[src/rtl/pin_entry_sequencer_if.sv]
// Keypad / comparator bundle for pin_entry_sequencer.
// master: keypad + comparator side (drives keys and the verdict).
// slave : the sequencer (consumes keys, presents the PIN and status).
interface pin_entry_sequencer_if;
  logic       key_valid;
  logic [3:0] key_code;
  logic       unlocked;
  logic [3:0] digit1;
  logic [3:0] digit2;
  logic [3:0] digit3;
  logic [3:0] digit4;
  logic [2:0] entry_count;
  logic       access_granted;
  logic       access_denied;
  logic       locked_out;
  logic [3:0] fail_count;

  modport master (
    output key_valid, key_code, unlocked,
    input  digit1, digit2, digit3, digit4, entry_count,
    input  access_granted, access_denied, locked_out, fail_count
  );

  modport slave (
    input  key_valid, key_code, unlocked,
    output digit1, digit2, digit3, digit4, entry_count,
    output access_granted, access_denied, locked_out, fail_count
  );
endinterface

[src/rtl/pin_entry_sequencer.sv]
// pin_entry_sequencer: keypad front end for the 4-digit lock comparator.
// Assembles a 4-digit PIN, presents it to the comparator only while in CHECK,
// samples the verdict, then grants access or counts a failure. Repeated
// failures trigger a timed lockout.
// Optional feature macro: PIN_ENTRY_TIMEOUT_EN (clears a partial entry after
// TIMEOUT_CYCLES idle cycles; without it a partial entry is held forever).
module pin_entry_sequencer #(
  parameter int unsigned RESULT_LATENCY = 1,
  parameter int unsigned GRANT_CYCLES   = 16,
  parameter int unsigned MAX_FAILS      = 3,
  parameter int unsigned LOCKOUT_CYCLES = 1024,
  parameter int unsigned TIMEOUT_CYCLES = 4096
) (
  input logic                  clk,
  input logic                  reset,
  pin_entry_sequencer_if.slave bus
);

  localparam int unsigned WAIT_W  = (RESULT_LATENCY < 1) ? 1 : $clog2(RESULT_LATENCY + 1);
  localparam int unsigned GRANT_W = (GRANT_CYCLES < 2) ? 1 : $clog2(GRANT_CYCLES + 1);
  localparam int unsigned LOCK_W  = (LOCKOUT_CYCLES < 2) ? 1 : $clog2(LOCKOUT_CYCLES + 1);

  typedef enum logic [1:0] {
    ST_ENTRY   = 2'd0,
    ST_CHECK   = 2'd1,
    ST_GRANTED = 2'd2,
    ST_LOCKOUT = 2'd3
  } state_t;

  // Saturating increment of the 4-bit failure counter.
  function automatic logic [3:0] sat_inc4(input logic [3:0] v);
    logic [3:0] r;
    if (v == 4'hF) begin
      r = 4'hF;
    end else begin
      r = v + 4'd1;
    end
    return r;
  endfunction

  state_t              state_q, state_d;
  logic [3:0][3:0]     pin_q, pin_d;          // index 0 holds digit1
  logic [2:0]          entry_count_q, entry_count_d;
  logic [WAIT_W-1:0]   wait_cnt_q, wait_cnt_d;
  logic [GRANT_W-1:0]  grant_cnt_q, grant_cnt_d;
  logic [LOCK_W-1:0]   lock_cnt_q, lock_cnt_d;
  logic [3:0]          fail_count_q, fail_count_d;
  logic                access_granted_q, access_granted_d;
  logic                access_denied_q, access_denied_d;
  logic                locked_out_q, locked_out_d;
  logic [3:0][3:0]     digit_q, digit_d;
  logic                fail_event_s;
  logic [3:0]          fail_next_s;

`ifdef PIN_ENTRY_TIMEOUT_EN
  localparam int unsigned IDLE_W = (TIMEOUT_CYCLES < 2) ? 1 : $clog2(TIMEOUT_CYCLES + 1);
  logic [IDLE_W-1:0]   idle_cnt_q, idle_cnt_d;
`endif

  // Next-state, buffer, counters and registered-output values.
  always_comb begin
    state_d          = state_q;
    pin_d            = pin_q;
    entry_count_d    = entry_count_q;
    wait_cnt_d       = wait_cnt_q;
    grant_cnt_d      = grant_cnt_q;
    lock_cnt_d       = lock_cnt_q;
    fail_count_d     = fail_count_q;
    fail_event_s     = 1'b0;
    fail_next_s      = sat_inc4(fail_count_q);

    case (state_q)
      ST_ENTRY: begin
        if (bus.key_valid) begin
          if (bus.key_code <= 4'h9) begin
            // A full buffer ignores further digits; it never shifts.
            if (entry_count_q < 3'd4) begin
              pin_d[entry_count_q[1:0]] = bus.key_code;
              entry_count_d             = entry_count_q + 3'd1;
            end else begin
              entry_count_d = entry_count_q;
            end
          end else if (bus.key_code == 4'hA) begin
            pin_d         = {4{4'h0}};
            entry_count_d = 3'd0;
          end else if (bus.key_code == 4'hB) begin
            if (entry_count_q == 3'd4) begin
              state_d    = ST_CHECK;
              wait_cnt_d = '0;
            end else begin
              // Enter on a short entry counts as a wrong PIN.
              fail_event_s  = 1'b1;
              pin_d         = {4{4'h0}};
              entry_count_d = 3'd0;
            end
          end else begin
            state_d = ST_ENTRY;
          end
        end else begin
          state_d = ST_ENTRY;
        end
      end

      ST_CHECK: begin
        if (wait_cnt_q == WAIT_W'(RESULT_LATENCY)) begin
          pin_d         = {4{4'h0}};
          entry_count_d = 3'd0;
          if (bus.unlocked) begin
            state_d      = ST_GRANTED;
            grant_cnt_d  = '0;
            fail_count_d = 4'd0;
          end else begin
            fail_event_s = 1'b1;
          end
        end else begin
          wait_cnt_d = wait_cnt_q + WAIT_W'(1);
        end
      end

      ST_GRANTED: begin
        fail_count_d = 4'd0;
        if (grant_cnt_q == GRANT_W'(GRANT_CYCLES - 1)) begin
          state_d     = ST_ENTRY;
          grant_cnt_d = '0;
        end else begin
          grant_cnt_d = grant_cnt_q + GRANT_W'(1);
        end
      end

      ST_LOCKOUT: begin
        if (lock_cnt_q == LOCK_W'(LOCKOUT_CYCLES - 1)) begin
          state_d      = ST_ENTRY;
          lock_cnt_d   = '0;
          fail_count_d = 4'd0;
        end else begin
          lock_cnt_d = lock_cnt_q + LOCK_W'(1);
        end
      end

      default: begin
        state_d       = ST_ENTRY;
        pin_d         = {4{4'h0}};
        entry_count_d = 3'd0;
      end
    endcase

    // Shared failure handling for short entries and wrong PINs.
    if (fail_event_s) begin
      fail_count_d = fail_next_s;
      if (fail_next_s >= 4'(MAX_FAILS)) begin
        state_d    = ST_LOCKOUT;
        lock_cnt_d = '0;
      end else begin
        state_d = ST_ENTRY;
      end
    end else begin
      fail_count_d = fail_count_d;
    end

`ifdef PIN_ENTRY_TIMEOUT_EN
    // Idle timer only runs on a partial entry; any key restarts it.
    idle_cnt_d = '0;
    if ((state_q == ST_ENTRY) && (entry_count_q != 3'd0) && !bus.key_valid) begin
      if (idle_cnt_q == IDLE_W'(TIMEOUT_CYCLES - 1)) begin
        pin_d         = {4{4'h0}};
        entry_count_d = 3'd0;
        idle_cnt_d    = '0;
      end else begin
        idle_cnt_d = idle_cnt_q + IDLE_W'(1);
      end
    end else begin
      idle_cnt_d = '0;
    end
`endif

    // Outputs are registered from the next state so they line up with it.
    access_granted_d = (state_d == ST_GRANTED);
    locked_out_d     = (state_d == ST_LOCKOUT);
    access_denied_d  = fail_event_s;
    if (state_d == ST_CHECK) begin
      digit_d = pin_d;
    end else begin
      // 0xF never appears in a valid code, so no match is possible.
      digit_d = {4{4'hF}};
    end
  end

  // State, buffer, counters and output registers with synchronous reset.
  always_ff @(posedge clk) begin
    if (reset) begin
      state_q          <= ST_ENTRY;
      pin_q            <= {4{4'h0}};
      entry_count_q    <= 3'd0;
      wait_cnt_q       <= '0;
      grant_cnt_q      <= '0;
      lock_cnt_q       <= '0;
      fail_count_q     <= 4'd0;
      access_granted_q <= 1'b0;
      access_denied_q  <= 1'b0;
      locked_out_q     <= 1'b0;
      digit_q          <= {4{4'hF}};
    end else begin
      state_q          <= state_d;
      pin_q            <= pin_d;
      entry_count_q    <= entry_count_d;
      wait_cnt_q       <= wait_cnt_d;
      grant_cnt_q      <= grant_cnt_d;
      lock_cnt_q       <= lock_cnt_d;
      fail_count_q     <= fail_count_d;
      access_granted_q <= access_granted_d;
      access_denied_q  <= access_denied_d;
      locked_out_q     <= locked_out_d;
      digit_q          <= digit_d;
    end
  end

`ifdef PIN_ENTRY_TIMEOUT_EN
  // Idle counter register for the partial-entry timeout.
  always_ff @(posedge clk) begin
    if (reset) begin
      idle_cnt_q <= '0;
    end else begin
      idle_cnt_q <= idle_cnt_d;
    end
  end
`else
  // Partial entries are held indefinitely; no idle counter exists.
`endif

  assign bus.digit1         = digit_q[0];
  assign bus.digit2         = digit_q[1];
  assign bus.digit3         = digit_q[2];
  assign bus.digit4         = digit_q[3];
  assign bus.entry_count    = entry_count_q;
  assign bus.access_granted = access_granted_q;
  assign bus.access_denied  = access_denied_q;
  assign bus.locked_out     = locked_out_q;
  assign bus.fail_count     = fail_count_q;

endmodule

[src/flat_wrapper.sv]
// flat-port wrapper written by rule: the top's interface ports become plain ports
module pin_entry_sequencer_flat 
#(
  parameter int unsigned RESULT_LATENCY = 1,
  parameter int unsigned GRANT_CYCLES   = 16,
  parameter int unsigned MAX_FAILS      = 3,
  parameter int unsigned LOCKOUT_CYCLES = 1024,
  parameter int unsigned TIMEOUT_CYCLES = 4096
)
  (clk, reset, bus_key_valid, bus_key_code, bus_unlocked, bus_digit1, bus_digit2, bus_digit3, bus_digit4, bus_entry_count, bus_access_granted, bus_access_denied, bus_locked_out, bus_fail_count);
  pin_entry_sequencer_if bus_i ();
  input logic clk;
  input logic reset;
  input wire logic [$bits(bus_i.key_valid)-1:0] bus_key_valid;
  input wire logic [$bits(bus_i.key_code)-1:0] bus_key_code;
  input wire logic [$bits(bus_i.unlocked)-1:0] bus_unlocked;
  output wire logic [$bits(bus_i.digit1)-1:0] bus_digit1;
  output wire logic [$bits(bus_i.digit2)-1:0] bus_digit2;
  output wire logic [$bits(bus_i.digit3)-1:0] bus_digit3;
  output wire logic [$bits(bus_i.digit4)-1:0] bus_digit4;
  output wire logic [$bits(bus_i.entry_count)-1:0] bus_entry_count;
  output wire logic [$bits(bus_i.access_granted)-1:0] bus_access_granted;
  output wire logic [$bits(bus_i.access_denied)-1:0] bus_access_denied;
  output wire logic [$bits(bus_i.locked_out)-1:0] bus_locked_out;
  output wire logic [$bits(bus_i.fail_count)-1:0] bus_fail_count;
  assign bus_i.key_valid = bus_key_valid;
  assign bus_i.key_code = bus_key_code;
  assign bus_i.unlocked = bus_unlocked;
  assign bus_digit1 = bus_i.digit1;
  assign bus_digit2 = bus_i.digit2;
  assign bus_digit3 = bus_i.digit3;
  assign bus_digit4 = bus_i.digit4;
  assign bus_entry_count = bus_i.entry_count;
  assign bus_access_granted = bus_i.access_granted;
  assign bus_access_denied = bus_i.access_denied;
  assign bus_locked_out = bus_i.locked_out;
  assign bus_fail_count = bus_i.fail_count;
  pin_entry_sequencer #(.RESULT_LATENCY(RESULT_LATENCY), .GRANT_CYCLES(GRANT_CYCLES), .MAX_FAILS(MAX_FAILS), .LOCKOUT_CYCLES(LOCKOUT_CYCLES), .TIMEOUT_CYCLES(TIMEOUT_CYCLES)) u_core (.clk(clk), .reset(reset), .bus(bus_i));
endmodule
[config.mk]
export PLATFORM = sky130hd
export DESIGN_NAME = pin_entry_sequencer_flat
export DESIGN_NICKNAME = d
export VERILOG_FILES = /design/src/rtl/pin_entry_sequencer_if.sv /design/src/rtl/pin_entry_sequencer.sv /design/src/flat_wrapper.sv
export SDC_FILE = /design/constraint.sdc
export NUM_CORES = 1
export LEC_CHECK = 0
export CORE_UTILIZATION = 59
export DETAILED_ROUTE_END_ITERATION = 10
export PLACE_DENSITY = 0.84
export SLEW_MARGIN = 15
export SYNTH_ARGS = -nofsm -noshare
export SYNTH_HDL_FRONTEND = slang
export SYNTH_SLANG_ARGS = --single-unit
[constraint.sdc]
create_clock -name clk -period 5.5 [get_ports clk]
set_clock_uncertainty 0.2 [all_clocks]
set_input_delay 1.1 -clock clk [delete_from_list [all_inputs] [get_ports clk]]
set_output_delay 1.1 -clock clk [all_outputs]
set_load 0.05 [all_outputs]
# Yosys cells after proc, flatten, opt, wreduce, memory -nomap -nowiden

Index checks and enable logic that the tools add are counted.

Flip-flop bits (word level): 61
Input bits: 8
Output and inout bits: 26
Logic and storage cells: 123

Add/sub/neg operators: 5
Order comparisons: 5
Eq/ne operators: 25
Muxes and demuxes: 60
Bitwise logic cells: 1
Reductions and logical operators: 10

Operator list:

| cell                    | count |
|---|---|
| $mux W16                | 7 |
| $mux W11                | 4 |
| $pmux W16 S2            | 1 |
| $mux W4                 | 6 |
| $mux W2                 | 11 |
| $mux W3                 | 7 |
| $bwmux W16              | 1 |
| $mux W5                 | 3 |
| $mux W1                 | 13 |
| $eq A4 B4 Y1 const B    | 3 |
| $pmux W4 S3             | 1 |
| $reduce_and A6 Y1       | 2 |
| $add A11 B1 Y11 const B | 1 |
| $eq A11 B10 Y1 const B  | 1 |
| $pmux W5 S2             | 1 |
| $demux W4 S2            | 1 |
| $eq A2 B2 Y1 const B    | 4 |
| $ne A2 B2 Y1 const B    | 4 |
| $pmux W2 S4             | 1 |
| $ne A2 B1 Y1 const B    | 3 |
| $ne A3 B1 Y1 const B    | 2 |
| $pmux W3 S2             | 1 |
| $add A5 B1 Y5 const B   | 1 |
| $eq A5 B4 Y1 const B    | 1 |
| other kinds (23)        | 26 |

# Longest topological paths before layout

Gate-level depths: netlist of the first run.

Word-level depth: 11
Depth in mapped cells: 9
Mapped depth without buffers: 7

# Least setup slack after synthesis of the first run

Ideal clock, no wire load.

Path type: input to register
Start: input port bus_key_code[3]
End: register u_core.digit_q (netlist bit u_core.bus.digit1[3])
Library setup time: 130 ps
Arrival: 2306 ps
Data required time: 5170 ps
Slack: 2864 ps
Cell stages on the path: 6
Path buffers: 1
Cells stage by stage: and2_4 -> nor2_4 -> and4bb_1 -> nor4_4 -> buf_6 -> nand4_1

Longest elaborated chain between the ends: 10
Elaborated cells between the ends (all ways): 24
Classes of those cells: order compare (1); eq/ne (3); mux (18); bitwise (1); reduce/logical (1)

RTL lines:

| what                                              | line                       | RTL |
|---|---|---|
| start: declaration                                | flat_wrapper.sv:15         | `input wire logic [$bits(bus_i.key_code)-1:0] bus_key_code;` |
| $eq A4 B4 Y1                                      | pin_entry_sequencer.sv:86  | `end else if (bus.key_code == 4'hB) begin` |
| $mux W2 / $mux W1 (equally long branches)         | pin_entry_sequencer.sv:86  |  |
| $mux W2 / $mux W1 (equally long branches)         | pin_entry_sequencer.sv:83  | `end else if (bus.key_code == 4'hA) begin` |
| $mux W2 / $mux W1 (equally long branches)         | pin_entry_sequencer.sv:75  | `if (bus.key_code <= 4'h9) begin` |
| $mux W2 / $mux W1 (equally long branches)         | pin_entry_sequencer.sv:74  | `if (bus.key_valid) begin` |
| $pmux W2 S4 / $pmux W1 S2 (equally long branches) | pin_entry_sequencer.sv:72  | `case (state_q)` |
| $mux W2                                           | pin_entry_sequencer.sv:148 | `if (fail_event_s) begin` |
| $eq A2 B1 Y1                                      | pin_entry_sequencer.sv:180 | `if (state_d == ST_CHECK) begin` |
| $not A1 Y1 (no line)                              | -                          |  |
| $reduce_or A2 Y1 (no line)                        | -                          |  |
| end signal: assignment                            | pin_entry_sequencer.sv:201 | `digit_q <= {4{4'hF}};` |
| end signal: assignment                            | pin_entry_sequencer.sv:213 | `digit_q <= digit_d;` |
| end: declaration                                  | pin_entry_sequencer.sv:51  | `logic [3:0][3:0] digit_q, digit_d;` |

Several ways; a longest one is shown, not always the timed one.
A chain may end at the register's enable or synchronous reset.

# Worst setup path after layout of the first run

Start: input port bus_key_code[3]
End: register u_core.digit_q (netlist bit u_core.bus.digit1[1])

The elaborated chain is that of the path after synthesis.

==> impl_metrics.tcl, run 1 <==
set metrics [dict create \
    clock-sinks 61 \
    io_pins 34 \
    drv_cap 0 \
    critPathMaxFanout 18 \
    pwr-share-comb_pct 5.7 \
    die_area_mm2 0.00506 \
    fin_total_pwr_mw 1.01 \
    routed_wl_um 6690 \
    synth_area_leader_cell "dfxtp_1" \
    violations "design-rule violations" \
    asyncSetResetFlopFracSynth_pct 0 \
    setup_viol 0 \
    routedWlPerCell_um 16.5 \
    die_h_um 71.1 \
    final.setup.tns_ns 0 \
    arrival_ns 3.32 \
    seqPwrFrac_pct 44.3 \
    slew_headroom_pct 33.3 \
    coreArea_mm2 0.00447 \
    hp-class "flop to flop" \
    hold_buffers 0 \
    worst-path-stages 6 \
    globalRouteTotalUtil_pct 28.6 \
    switching_share_pct 20.8 \
    syn_nets 332 \
    io_buffers 33 \
    row_count 24 \
    drtAntennaViolNets 0 \
    tritoncts "yes" \
    fillCellCount 326 \
    p_per_area_mw_per_mm2 296 \
    clock_power_share_pct 50.0 \
    outcome "finished with violations" \
    slew_violations 0 \
    vias_per_cell 6.25 \
    leakage_nw 1.27 \
    synth_top_family_by_area "simple AND/OR/NAND/NOR gates" \
    grt_pass1_wl_um 11100 \
    rsz0062_at_grt "false" \
    period_needed_ns 3.35 \
    cts.clk_slew.worst_paths_ns 0.07 \
    drt_iter0_drc 193 \
    yosysMostFrequentCell "dfxtp_1" \
    cp_slowest_stage_delay_ns 0.82 \
    antennaDiodeCount 0 \
    gp_congestion 0.887 \
    synth_commonest_cells "61 x dfxtp_1, 33 x a21oi_1, 32 x nand2_1" \
    drc 4 \
    final_nets 367 \
    grt-ovfl-total 0 \
    reg2regPathDepth 7 \
    synth_cells 313 \
    cp-startpoint "bus_key_code[3]" \
    p_sw_mw 0.211 \
    max_freq_mhz 299 \
    hold_violations 0 \
    synth_top_area_share_pct 43.3 \
    critPathSlowestCell "nor4_4" \
    cp_top_family "simple AND/OR/NAND/NOR gates" \
    start_util_pct 63.0 \
    areaGrowthSynthToFinish_pct 21.5 \
    synth_area_mm2 0.00282 \
    synth_compound_area_share_pct 20.3 \
    vias 2533 \
    r2r_setup_slack_ns 2.57 \
    crit_required_ns 5.47 \
    ctsResizeCount 0 \
    antenna_found_initial 0 \
    yosysWarnings 0 \
    crit_buf_inv 1 \
    path_class "input port to flop" \
    reg2reg_from "u_core.state_q[1]" \
    post_cts_buffers 0 \
    synth_seq_cells 61 \
    vdd_drop_max_uv 251 \
    synth_edf_count 0 \
    drive_above_1_share_pct 8.78 \
    synthSimpleGateAreaFrac_pct 24.9 \
    synth-seq-area-share_pct 43.3 \
    synthFlopType "dfxtp_1" \
    crit_end "u_core.bus.digit1[1]" \
    clkLatencyLatePin_ns 0.34 \
    yosysUniqueCellTypes 52 \
    cts_root_buffer "clkbuf_8" \
    avgSynthCellArea_um2 9.01 \
    fp.dieW_um 71.1 \
    p_int_mw 0.802 \
    ctsHtreeMaxLevel 3 \
    drt_pass1_iterations 8 \
    startpoint_type "input port" \
    endpoint_kind "flop" \
    cts_buffers 9 \
    yosys.area_share.adder_pct 4.88 \
    cp_cell_sequence "clkdlybuf4s50_1, and2_4, nor2_4, and4bb_1, nor4_4, nand4_1" \
    synth_area_leaders "dfxtp_1 43%, a21oi_1 5.9%, ha_1 4.9%, nand4_1 4.7%, o31ai_1 4.5%" \
    reg2reg_to "u_core.bus.digit1[1]" \
    grt_pass1_vias 2358 \
    synth_xor_area_share_pct 2.17 \
    muxShareOfSynthArea_pct 1.11 \
    timing.final.crit_share_pct 60.9 \
    clk_path_buf_depth 2 \
    tightest_slew_ns 0.993 \
    hpwl_um 4450 \
    grt_max_degree 36 \
]
==> cell usage in the layout, fill, tap and decap left out, types with 3 or more instances in the layout <==
master           instances
a211oi_1                 3
a21oi_1                 33
a22oi_1                  3
and3_1                  11
bufinv_16                3
clkbuf_8                12
clkdlybuf4s50_1         33
dfxtp_1                 61
ha_1                    11
inv_1                    8
nand2_1                 32
nand3_1                  7
nand3b_1                 5
nand4_1                 21
nor2_1                  26
nor2b_1                  4
nor3_1                   4
o21ai_0                  9
o21ai_1                  3
o31ai_1                 17
xor2_1                   5
==> power groups by stage <==
stage / logic, mW / registers, mW / clock network (mW)
final: 0.0574 / 0.449 / 0.507
after global routing: 0.0614 / 0.449 / 0.532
after CTS: 0.0562 / 0.448 / 0.514
after detailed placement: 0.0554 / 0.458 / 0
after global placement: 0.0541 / 0.458 / 0
after floorplan: 0.0332 / 0.461 / 0
==> layout make-up <==
type / instances / area (um2) / area share (%)
repair buffers: 35 / 345 / 10.1
multi-input cells: 233 / 1510 / 43.9
clock inverters: 3 / 90.1 / 2.63
flip-flops and latches: 61 / 1220 / 35.6
clock buffers: 13 / 169 / 4.93
inverters: 8 / 30.0 / 0.877
well taps: 52 / 65.1 / 1.90
==> metal layers <==
metal | track usage [%] | part of all wire, %
met5 | 0 | 0
met3 | 8.83 | 6.1
met1 | 37.4 | 47
met2 | 45.3 | 46
met4 | 8.89 | 0.76
==> sequential cells by signal, indices dropped and copies added (netlist names) <==
name / flops
u_core.bus.access_denied: 1
u_core.bus.entry_count: 3
u_core.bus.fail_count: 4
u_core.lock_cnt_q: 11
u_core.wait_cnt_q: 1
u_core.bus.locked_out: 1
u_core.bus.access_granted: 1
u_core.bus.digit3: 4
u_core.bus.digit4: 4
u_core.state_q: 2
u_core.grant_cnt_q: 5
u_core.pin_q: 16
u_core.bus.digit2: 4
u_core.bus.digit1: 4
==> cells by family (layout without fill, tap and decap cells) <==
| family | after synthesis | after routing |
|---|---|---|
| xor+xnor | 7 | 7 |
| flops | 61 | 61 |
| buf+inv | 19 | 59 |
| fa+ha+maj | 11 | 11 |
| mux | 3 | 3 |
| compound gates | 87 | 87 |
| simple gates | 125 | 125 |
==> worst min path at each step <==
stage | startpoint | endpoint | slack, ns | cells after the start
after detailed placement | u_core.grant_cnt_q[4] | u_core.grant_cnt_q[4] | 0.27 | 1
final | u_core.grant_cnt_q[3] | u_core.grant_cnt_q[3] | 0.27 | 2
after CTS | u_core.grant_cnt_q[4] | u_core.grant_cnt_q[4] | 0.28 | 1
after global routing | u_core.grant_cnt_q[4] | u_core.grant_cnt_q[4] | 0.29 | 1
after global placement | u_core.grant_cnt_q[3] | u_core.grant_cnt_q[3] | 0.26 | 2
after floorplan | u_core.grant_cnt_q[3] | u_core.grant_cnt_q[3] | 0.24 | 2
==> worst reg2reg max path, cell delays in order (launching register included) <==
cell	delay, ns
dfxtp_1	0.38
inv_1	0.13
ha_1	0.38
nand2_2	0.16
nor2_4	0.23
and4bb_1	0.28
nor4_4	0.82
nand4_1	0.20
==> per-stage QoR <==
stage | setup WS (ns) | utilization [%] | cells | hold slack (ns) | area (um2)
after floorplan | 2.86 | - | 313 | 0.240 | 2820
after global placement | 1.93 | 70.8 | 389 | 0.260 | 3170
after detailed placement | 1.86 | 70.8 | 389 | 0.266 | 3170
after CTS | 2.20 | 76.6 | 405 | 0.275 | 3430
after global routing | 2.02 | 76.6 | 405 | 0.290 | 3430
final | 2.15 | 76.6 | 405 | 0.274 | 3430
Note: power is estimated with default switching activity, not from simulation.
==> inputs of run 2 (changes only) <==
--- a/config.mk
+++ b/config.mk
@@ -5,9 +5,9 @@
 export SDC_FILE = /design/constraint.sdc
 export NUM_CORES = 1
 export LEC_CHECK = 0
-export CORE_UTILIZATION = 59
+export CORE_UTILIZATION = 55
 export DETAILED_ROUTE_END_ITERATION = 10
-export PLACE_DENSITY = 0.84
+export PLACE_DENSITY = 0.79
 export SLEW_MARGIN = 15
 export SYNTH_ARGS = -nofsm -noshare
 export SYNTH_HDL_FRONTEND = slang
==> constraint.sdc (replaced) <==
create_clock -name clk -period 3.5 [get_ports clk]
set_clock_uncertainty 0.2 [all_clocks]
set_input_delay 0.7 -clock clk [delete_from_list [all_inputs] [get_ports clk]]
set_output_delay 0.7 -clock clk [all_outputs]
set_load 0.05 [all_outputs]
==> impl_metrics.tcl, run 2 (synthesis results as in run 1) <==
set metrics [dict create \
    switching_share_pct 26.6 \
    areaGrowthSynthToFinish_pct 20.3 \
    clkLatencyLatePin_ns 0.35 \
    max_freq_mhz 382 \
    cts.clk_slew.worst_paths_ns 0.07 \
    top_register "u_core.pin_q" \
    clock_power_share_pct 40.9 \
    layout_commonest_cell "dfxtp_1" \
    cts_buffers 9 \
    p_int_mw 0.988 \
    setup_viol 0 \
    timing.final.crit_share_pct 74.8 \
    start_util_pct 58.5 \
    hold_violations 0 \
    layout_common_cells "61 x dfxtp_1, 33 x a21oi_1, 33 x clkdlybuf4s50_1, 32 x nand2_1, 26 x nor2_1" \
    io_pins 34 \
    reg2reg_from "u_core.state_q[1]" \
    p_sw_mw 0.358 \
    clk_path_buf_depth 2 \
    path_class "input port to flop" \
    ctsResizeCount 0 \
    critPathMaxFanout 16 \
    vias 2480 \
    globalRouteTotalUtil_pct 26.4 \
    vias_per_cell 5.85 \
    seqCellArea_mm2 0.00122 \
    cts_root_buffer "clkbuf_8" \
    reg_top3 "u_core.pin_q x16, u_core.lock_cnt_q x11, u_core.grant_cnt_q x5" \
    period_needed_ns 2.62 \
    min_to "u_core.grant_cnt_q[3]" \
    startpoint_type "input port" \
    slew_violations 0 \
    min-delay-start "u_core.grant_cnt_q[3]" \
    pwr-share-comb_pct 6.8 \
    tightest_slew_ns 0.574 \
    die_h_um 73.6 \
    routed_wl_um 6380 \
    rsz0062_at_grt "false" \
    hp-class "flop to flop" \
    arrival_ns 2.60 \
    post_cts_buffers 0 \
    holdPathStages 2 \
    antennaDiodeCount 0 \
    fp.dieW_um 73.6 \
    ctsHtreeMaxLevel 3 \
    fillCellCount 415 \
    crit_required_ns 3.49 \
    final.setup.tns_ns 0 \
    r2r_setup_slack_ns 0.91 \
    outcome "complete, no violations" \
    drtAntennaViolNets 0 \
    vdd_drop_max_uv 247 \
    grt_max_degree 20 \
    fin_total_pwr_mw 1.35 \
    endpoint_kind "flop" \
    drive_above_1_share_pct 10.1 \
    grt-ovfl-total 0 \
    drv_cap 0 \
    clock-sinks 61 \
    grt_pass1_vias 2250 \
    reg2reg_to "u_core.bus.digit1[3]" \
    hpwl_um 4540 \
    slew_headroom_pct 61.4 \
    antenna_found_initial 0 \
    drt_iter0_drc 207 \
    gp_congestion 0.896 \
    row_count 25 \
    grt_pass1_wl_um 10800 \
    io_buffers 33 \
    drc 0 \
    reg2regPathDepth 8 \
    p_per_area_mw_per_mm2 397 \
    seqPwrFrac_pct 52.3 \
    leakage_nw 1.25 \
    hold_buffers 0 \
    coreArea_mm2 0.00482 \
    final_nets 371 \
    tritoncts "yes" \
    multiInputGateArea_mm2 0.00151 \
    die_area_mm2 0.00542 \
    largest_register_ffs 16 \
    drt_pass1_iterations 4 \
    routedWlPerCell_um 15.0 \
]
## run 2: changes by cell type in the layout (fill, tap and decap cells not counted), sizes merged
cell	change
clkinv	+6
bufinv	-3
clkinvlp	+1
buf	+4
clkbuf	-4
## run 2: critical path, cell delays in order
cell             delay (ns)
clkdlybuf4s50_1        0.52
and2_4                 0.24
nor2_4                 0.18
and4bb_1               0.28
nor4_4                 0.26
buf_4                  0.28
nand4_1                0.13
## run 2: area by class of cell
class / instances / area share [%]
Multi-Input combinational cell: 233 / 44.4
Tap cell: 67 / 2.47
Timing Repair Buffer: 39 / 11.1
Clock buffer: 9 / 3.65
Sequential cell: 61 / 36.0
Inverter: 8 / 0.885
Clock inverter: 7 / 1.55
## run 2: how the worst max path moves through the flow
stage / start / to / slack [ns] / cells past startpoint
floorplan: u_core.bus.entry_count[2] / u_core.bus.digit1[3] / 1.18 / 6
global placement: bus_key_code[3] / u_core.bus.digit1[3] / 0.57 / 7
detailed placement: bus_key_code[3] / u_core.bus.digit1[3] / 0.56 / 7
CTS: u_core.bus.entry_count[0] / bus_entry_count[0] / 0.89 / 1
global route: u_core.state_q[1] / u_core.bus.digit1[3] / 0.74 / 8
finish: bus_key_code[3] / u_core.bus.digit1[3] / 0.88 / 7
## run 2: power by group through the flow
stage	Sequential (mW)	Clock, mW	Combinational (mW)
after floorplan	0.725	0	0.0522
after global placement	0.720	0	0.0877
after detailed placement	0.720	0	0.0892
after CTS	0.704	0.556	0.0897
after global routing	0.704	0.591	0.0983
final	0.704	0.550	0.0909
## run 2: per-layer routing
metal / GRT usage, % / up-vias / part of all wire, %
li1: - / 1234 / -
met4: 14.1 / 0 / 2.0
met1: 37.3 / 1156 / 50
met3: 5.21 / 13 / 5.2
met2: 37.7 / 77 / 43
met5: 0 / - / 0
## run 2: per-stage QoR
step | cell area, um2 | hold WS [ns] | setup slack, ns | cells | utilization [%]
floorplan | 2820 | 0.240 | 1.18 | 313 | -
global placement | 3220 | 0.261 | 0.572 | 408 | 66.8
detailed placement | 3220 | 0.267 | 0.559 | 408 | 66.8
CTS | 3390 | 0.277 | 0.893 | 424 | 70.4
global route | 3390 | 0.286 | 0.736 | 424 | 70.4
finish | 3390 | 0.276 | 0.883 | 424 | 70.4
